`config.mk`:
```
export PLATFORM = sky130hd
export DESIGN_NAME = periph_bus_arbiter
export DESIGN_NICKNAME = d
export VERILOG_FILES = /design/src/rtl/periph_bus_pkg.sv /design/src/rtl/periph_bus_arbiter.sv
export SDC_FILE = /design/constraint.sdc
export NUM_CORES = 1
export LEC_CHECK = 0
export ABC_CLOCK_PERIOD_IN_PS = 2050
export BUFFER_PORTS_ARGS = -buffer_cell sky130_fd_sc_hd__buf_4
export CORE_ASPECT_RATIO = 1.1
export CORE_MARGIN = 5
export CORE_UTILIZATION = 34
export CTS_CLUSTER_SIZE = 12
export DETAILED_ROUTE_END_ITERATION = 12
export MAX_ROUTING_LAYER = met4
export PLACE_DENSITY_LB_ADDON = 0.3
export SYNTH_ARGS = -nofsm -noshare
export SYNTH_HDL_FRONTEND = slang
export SYNTH_SLANG_ARGS = --single-unit
```
`constraint.sdc`:
```
create_clock -name i_clk -period 2.05 [get_ports i_clk]
set_input_delay 0.205 -clock i_clk [delete_from_list [all_inputs] [get_ports i_clk]]
set_output_delay 0.205 -clock i_clk [all_outputs]
set_load 0.1 [all_outputs]
```
`src/rtl/periph_bus_pkg.sv`:
```
// Shared types and default widths for the two-master peripheral bus arbiter.
package periph_bus_pkg;

  localparam int unsigned DEF_AW = 32;
  localparam int unsigned DEF_DW = 32;

  // Transaction sequencer states.
  typedef enum logic [1:0] {
    ST_IDLE   = 2'd0,
    ST_ACCESS = 2'd1,
    ST_RDWAIT = 2'd2,
    ST_RESP   = 2'd3
  } state_e;

  // Master index: M0 is the CPU, M1 is the DMA engine.
  typedef enum logic {
    MST_M0 = 1'b0,
    MST_M1 = 1'b1
  } master_e;

endpackage

```
`src/rtl/periph_bus_arbiter.sv`:
```
// Two-master arbiter in front of a single peripheral slave. One transaction
// is in flight at a time: IDLE picks a winner, ACCESS strobes the bus for one
// cycle, reads then wait out the slave latency and return data in RESP.
// Ties are round-robin; M1 may hold the bus for a bounded locked burst.
module periph_bus_arbiter
  import periph_bus_pkg::*;
#(
  parameter int unsigned AW        = DEF_AW,
  parameter int unsigned DW        = DEF_DW,
  parameter int unsigned RD_LAT    = 1,
  parameter int unsigned MAX_BURST = 16
) (
  input  logic          i_clk,
  input  logic          i_rstn,
  input  logic          i_m0_req,
  input  logic          i_m0_we,
  input  logic [AW-1:0] i_m0_addr,
  input  logic [DW-1:0] i_m0_wdata,
  output logic          o_m0_ack,
  output logic [DW-1:0] o_m0_rdata,
  input  logic          i_m1_req,
  input  logic          i_m1_we,
  input  logic [AW-1:0] i_m1_addr,
  input  logic [DW-1:0] i_m1_wdata,
  input  logic          i_m1_lock,
  output logic          o_m1_ack,
  output logic [DW-1:0] o_m1_rdata,
  output logic          o_bus_en,
  output logic          o_bus_we,
  output logic [AW-1:0] o_bus_addr,
  output logic [DW-1:0] o_bus_wr_data,
  input  logic [DW-1:0] i_bus_rd_data
);

  // Burst counter must be able to hold MAX_BURST itself.
  localparam int unsigned   BW          = $clog2(MAX_BURST + 1);
  localparam logic [BW-1:0] BURST_MAX   = BW'(MAX_BURST);
  // RDWAIT lasts RD_LAT-1 cycles; the counter is loaded with that minus one.
  localparam int unsigned   WAIT_INIT_I = (RD_LAT > 1) ? RD_LAT - 2 : 0;
  localparam logic [1:0]    WAIT_INIT   = 2'(WAIT_INIT_I);

  state_e        state_q,       state_d;
  master_e       last_q,        last_d;
  master_e       owner_q,       owner_d;
  logic          txn_we_q,      txn_we_d;
  logic [1:0]    wait_q,        wait_d;
  logic [BW-1:0] burst_q,       burst_d;
  logic          bus_en_q,      bus_en_d;
  logic          bus_we_q,      bus_we_d;
  logic [AW-1:0] bus_addr_q,    bus_addr_d;
  logic [DW-1:0] bus_wr_data_q, bus_wr_data_d;
  logic          m0_ack_q,      m0_ack_d;
  logic          m1_ack_q,      m1_ack_d;
  logic [DW-1:0] m0_rdata_q,    m0_rdata_d;
  logic [DW-1:0] m1_rdata_q,    m1_rdata_d;

  master_e       winner;
  logic          m1_locked;
  logic          win_we;
  logic [AW-1:0] win_addr;
  logic [DW-1:0] win_wdata;
  logic          capture;

  // Arbitration: locked M1 continuation first, then round-robin on ties.
  always_comb begin
    m1_locked = (last_q == MST_M1) && i_m1_lock && i_m1_req &&
                ((burst_q < BURST_MAX) || !i_m0_req);
    if (m1_locked) begin
      winner = MST_M1;
    end else if (i_m0_req && i_m1_req) begin
      winner = (last_q == MST_M1) ? MST_M0 : MST_M1;
    end else if (i_m1_req) begin
      winner = MST_M1;
    end else begin
      winner = MST_M0;
    end
    win_we    = (winner == MST_M1) ? i_m1_we    : i_m0_we;
    win_addr  = (winner == MST_M1) ? i_m1_addr  : i_m0_addr;
    win_wdata = (winner == MST_M1) ? i_m1_wdata : i_m0_wdata;
  end

  // Next-state and next-output computation for the transaction sequencer.
  always_comb begin
    state_d       = state_q;
    last_d        = last_q;
    owner_d       = owner_q;
    txn_we_d      = txn_we_q;
    wait_d        = wait_q;
    burst_d       = burst_q;
    bus_en_d      = 1'b0;
    bus_we_d      = 1'b0;
    bus_addr_d    = bus_addr_q;
    bus_wr_data_d = bus_wr_data_q;
    m0_ack_d      = 1'b0;
    m1_ack_d      = 1'b0;
    m0_rdata_d    = m0_rdata_q;
    m1_rdata_d    = m1_rdata_q;
    capture       = 1'b0;

    case (state_q)
      ST_IDLE: begin
        // A dropped lock ends the burst even if nobody is requesting.
        if (!i_m1_lock) begin
          burst_d = '0;
        end
        if (i_m0_req || i_m1_req) begin
          owner_d       = winner;
          last_d        = winner;
          txn_we_d      = win_we;
          bus_en_d      = 1'b1;
          bus_we_d      = win_we;
          bus_addr_d    = win_addr;
          bus_wr_data_d = win_wdata;
          state_d       = ST_ACCESS;
          // Writes complete during the ACCESS cycle itself.
          if (win_we) begin
            if (winner == MST_M1) begin
              m1_ack_d = 1'b1;
            end else begin
              m0_ack_d = 1'b1;
            end
          end
          if (winner == MST_M0) begin
            burst_d = '0;
          end else if (i_m1_lock && (burst_q < BURST_MAX)) begin
            burst_d = burst_q + BW'(1);
          end
        end
      end

      ST_ACCESS: begin
        if (txn_we_q) begin
          state_d = ST_IDLE;
        end else if (RD_LAT == 1) begin
          state_d = ST_RESP;
          capture = 1'b1;
        end else begin
          state_d = ST_RDWAIT;
          wait_d  = WAIT_INIT;
        end
      end

      ST_RDWAIT: begin
        if (wait_q == 2'd0) begin
          state_d = ST_RESP;
          capture = 1'b1;
        end else begin
          wait_d = wait_q - 2'd1;
        end
      end

      ST_RESP: begin
        state_d = ST_IDLE;
      end

      default: begin
        state_d = ST_IDLE;
      end
    endcase

    // Slave data is taken on the edge that enters RESP, together with the ack.
    if (capture) begin
      if (owner_q == MST_M1) begin
        m1_rdata_d = i_bus_rd_data;
        m1_ack_d   = 1'b1;
      end else begin
        m0_rdata_d = i_bus_rd_data;
        m0_ack_d   = 1'b1;
      end
    end
  end

  // State and registered outputs; reset abandons any in-flight transaction.
  always_ff @(posedge i_clk or negedge i_rstn) begin
    if (!i_rstn) begin
      state_q       <= ST_IDLE;
      last_q        <= MST_M1;
      owner_q       <= MST_M0;
      txn_we_q      <= 1'b0;
      wait_q        <= 2'd0;
      burst_q       <= '0;
      bus_en_q      <= 1'b0;
      bus_we_q      <= 1'b0;
      bus_addr_q    <= '0;
      bus_wr_data_q <= '0;
      m0_ack_q      <= 1'b0;
      m1_ack_q      <= 1'b0;
      m0_rdata_q    <= '0;
      m1_rdata_q    <= '0;
    end else begin
      state_q       <= state_d;
      last_q        <= last_d;
      owner_q       <= owner_d;
      txn_we_q      <= txn_we_d;
      wait_q        <= wait_d;
      burst_q       <= burst_d;
      bus_en_q      <= bus_en_d;
      bus_we_q      <= bus_we_d;
      bus_addr_q    <= bus_addr_d;
      bus_wr_data_q <= bus_wr_data_d;
      m0_ack_q      <= m0_ack_d;
      m1_ack_q      <= m1_ack_d;
      m0_rdata_q    <= m0_rdata_d;
      m1_rdata_q    <= m1_rdata_d;
    end
  end

  assign o_m0_ack      = m0_ack_q;
  assign o_m1_ack      = m1_ack_q;
  assign o_m0_rdata    = m0_rdata_q;
  assign o_m1_rdata    = m1_rdata_q;
  assign o_bus_en      = bus_en_q;
  assign o_bus_we      = bus_we_q;
  assign o_bus_addr    = bus_addr_q;
  assign o_bus_wr_data = bus_wr_data_q;

endmodule

```
==> out/summary.log <==
[floorplanning] number of placement rows 51
[layout] area taken by multi-input logic gates 2247 um2
[min_path] end point of the most critical hold path o_bus_addr[2]
[layout] FILL cells 1595
[floorplanning] number of ports placed on the die boundary 299
[global_route] All-Layer GR Usage 18.38%
[route] Routed Wire Length 18.49 mm
[route] first-pass iteration count of the detailed router 5
[layout] most frequent standard cell in the layout excluding fill and tap cells buf_4
[global_route] largest net degree at the start of global routing 54
[worst_setup_path] end of the worst register-to-register path o_m0_rdata[11]
[cts] clk sink count 144
[cts] count of buffers added by post-CTS timing repair for setup 0
[worst_setup_path] worst flop-to-flop path startpoint state_q[1]
[synth] post-synthesis cell type count 39
[floorplanning] area enclosed by the die boundary 20540 um2
[floorplanning] horizontal die dimension 137.1 um
[cts] post-CTS resize count 0
[status] run status finished clean
[synth] number of standard cells after synthesis 531
[min_path] HP Class primary input to flop
[cts] H-Tree Depth 4
[worst_setup_path] slack of the worst reg-to-reg path 210 ps
[route] DRC marker count from the first detailed-route iteration 243
[synth] cell accounting for the most synthesized area dfrtp_1
[route] detailed-route DRC error count 0
[sta] Worst Setup Slack, final 208.7 ps
[worst_setup_path] data arrival time of the worst path 2140 ps
[route] residual antenna-violating net count after detailed routing 0
[worst_setup_path] slowest CP cell dfrtp_1
[layout] relative area change from synthesis to final layout 59.08%
[worst_setup_path] CP Capture Type flop
[cts] Clock Tree Root clkbuf_16
[global_route] total gr overflow 0
[route] routed wire length per instance 16.55 um
[worst_setup_path] peak per-stage delay on the critical path 400 ps
[floorplanning] Placeable Area 17610 um2
[cts] insertion delay to the later sink of the worst-skew pair 410 ps
[layout] most frequent cells in the layout buf_4, dfrtp_1, nand2_1
[cts] hold buffers post-CTS 37
[sta] unrepaired setup endpoints after global routing no
[synth] fraction of post-synthesis cell area in the top cell type by area 59.23%
[cts] clock edge transition at the registers on the reported setup and hold paths 60 ps
[sta] fin crit period 1841 ps
[synth] fraction of the yosys area taken by sequential cells 59.66%
[min_path] number of cells traversed by the worst hold path 3
[sta] Period Utilization, post-route 89.82%
[cts] clock tree from TritonCTS built
[job] number of max-cap violations 0
[floorplanning] starting utilization of the core area 34.31%
[min_path] Min-Delay Startpoint i_m1_addr[2]
[synth] summed instance area of the synthesized netlist 6042 um2
[synth] proportion of register bits with asynchronous set or reset after synthesis 100.0%
[sta] highest clock rate 0.5431 GHz
[layout] sequential cell area in the final layout 3605 um2
[layout] total number of nets in the final design 1038
[sta] number of endpoints with negative hold slack in the final report 0
[sta] WHS 27.52 ps
[sta] number of max-slew violations in the final report 0
[worst_setup_path] Critical Setup Path Class flop to flop
[global_route] vias in the first global route 5566
[cts] largest buffer count on any clock path 2
[synth] Warnings, synthesis 0
[placement] half-perimeter wire length of the detailed placement result 13.12 mm
[global_route] global-route wire length before repair 28.61 mm
[worst_setup_path] list of cells traversed by the critical path inv_1, ha_1, nor2b_2, o21ai_1, nor2_2, buf_12, mux2_2
[sta] Least-Margin Pin Slew 594.5 ps
[placement] placer's final routability congestion estimate 0.7672
[layout] antenna fix cells 0
[worst_setup_path] CP max FO 32
[synth] Syn Area/Cell 11.38 um2
[global_route] antenna violations before repair 0
[worst_setup_path] length in cells of the worst reg-to-reg path 7
[route] drt via density 4.775
[layout] non-filler instance count after layout 1117
[synth] largest cells by area after synthesis dfrtp_1, mux2_2, a22oi_1
[sta] setup skew after layout 4.604 ps
[floorplanning] die height 149.8 um
[placement] number of buffer cells added on primary ports 298
[worst_setup_path] kind of launch point of the worst setup path flop
[sta] count of final setup violators 0
[placement] worst slack, placed 193.5 ps
[worst_setup_path] worst path buffer plus inverter count 2
[sta] Slew Limit Headroom 60.37%
[synth] synthesized flop and latch total 144
[worst_setup_path] required time of the critical path 2350 ps
[synth] number of flops mapped to enable cells by yosys 0
[sta] setup TNS 0 ps
[cts] Inserted Clock Buffers 17
[synth] total nets after synthesis 703
[route] vias after detailed routing 5334
[synth] most instantiated flip-flop cell in the synthesis netlist dfrtp_1
[placement] placed cells 1048
[layout] proportion of layout cells with a drive suffix above 1 47.90%
[worst_setup_path] gate family responsible for the most delay along the worst path flip-flops
==> worst max-delay path by stage <==
stage                from             end  slack (ps)  depth (start not counted)
2_1_floorplan  state_q[0]  o_m1_rdata[10]         330                          6
3_3_place_gp   state_q[1]   o_m0_rdata[7]         250                          7
3_5_place_dp   state_q[1]  o_m0_rdata[10]         190                          7
4_1_cts        state_q[1]  o_m0_rdata[11]         190                          7
5_1_grt        state_q[0]  o_m0_rdata[10]         100                          7
6_report       state_q[1]  o_m0_rdata[11]         210                          7
==> per-stage QoR <==
stage | cell area [um2] | utilization (%)
floorplan | 6042 | -
global placement | 8620 | 48.94
detailed placement | 8620 | 48.94
CTS | 9612 | 54.58
global route | 9612 | 54.58
finish | 9612 | 54.58
==> sequential cells by signal, summed over array words and instances, names as in the netlist, 2 cells and up <==
name / flops
burst_q: 5
o_bus_addr: 32
o_bus_wr_data: 32
o_m0_rdata: 32
o_m1_rdata: 32
state_q: 2
wait_q: 2
==> final cells by class <==
class / instances / area share [%]
Clock buffer: 19 / 4.608
Timing Repair Buffer: 352 / 29.28
Clock inverter: 13 / 1.861
Multi-Input combinational cell: 344 / 23.38
Tap cell: 238 / 3.098
Inverter: 7 / 0.2734
Sequential cell: 144 / 37.50
==> tightest hold or removal path, stage by stage <==
cell and delay, ps:
buf_4 70, a22oi_1 50, o21ai_1 70
==> per-layer routing <==
layer | track usage, % | part of all wire, % | wire length, um | vias up
met5 | - | 0 | 0 | -
met4 | 7.136 | 2.4 | 438 | 0
met3 | 3.968 | 6.8 | 1251 | 25
met2 | 31.01 | 52 | 9571 | 212
met1 | 21.39 | 39 | 7223 | 2557
li1 | - | - | - | 2540
==> cells by family (layout without fill, tap and decap cells) <==
family | count (synthesis) | after routing | synth area share (%)
xor gates and xnor gates | 1 | 1 | 0.1450
adders and majority gates | 5 | 5 | 1.035
muxes | 66 | 66 | 12.30
DFF | 144 | 144 | 59.66
and+or+nand+nor | 125 | 125 | 8.905
buffers and inverters | 43 | 391 | 3.417
AOI/OAI and AO/OA | 147 | 147 | 14.54
==> synth_stat cells (2+ instances only) <==
cell / count
dfrtp_1: 143
nand2_1: 74
mux2_2: 66
a21oi_1: 47
a22oi_1: 41
o21ai_0: 33
nor2_1: 24
buf_2: 17
o21ai_1: 14
clkbuf_1: 12
nand3_1: 9
buf_4: 6
inv_1: 6
ha_1: 5
nand2b_1: 5
a21o_1: 2
nand4_1: 2
nor2b_1: 2
nor3_1: 2
o21ai_2: 2
Power is left out: the tool's default activity adds up to more than one toggle a clock period on the data nets, which glitch-free logic cannot reach.
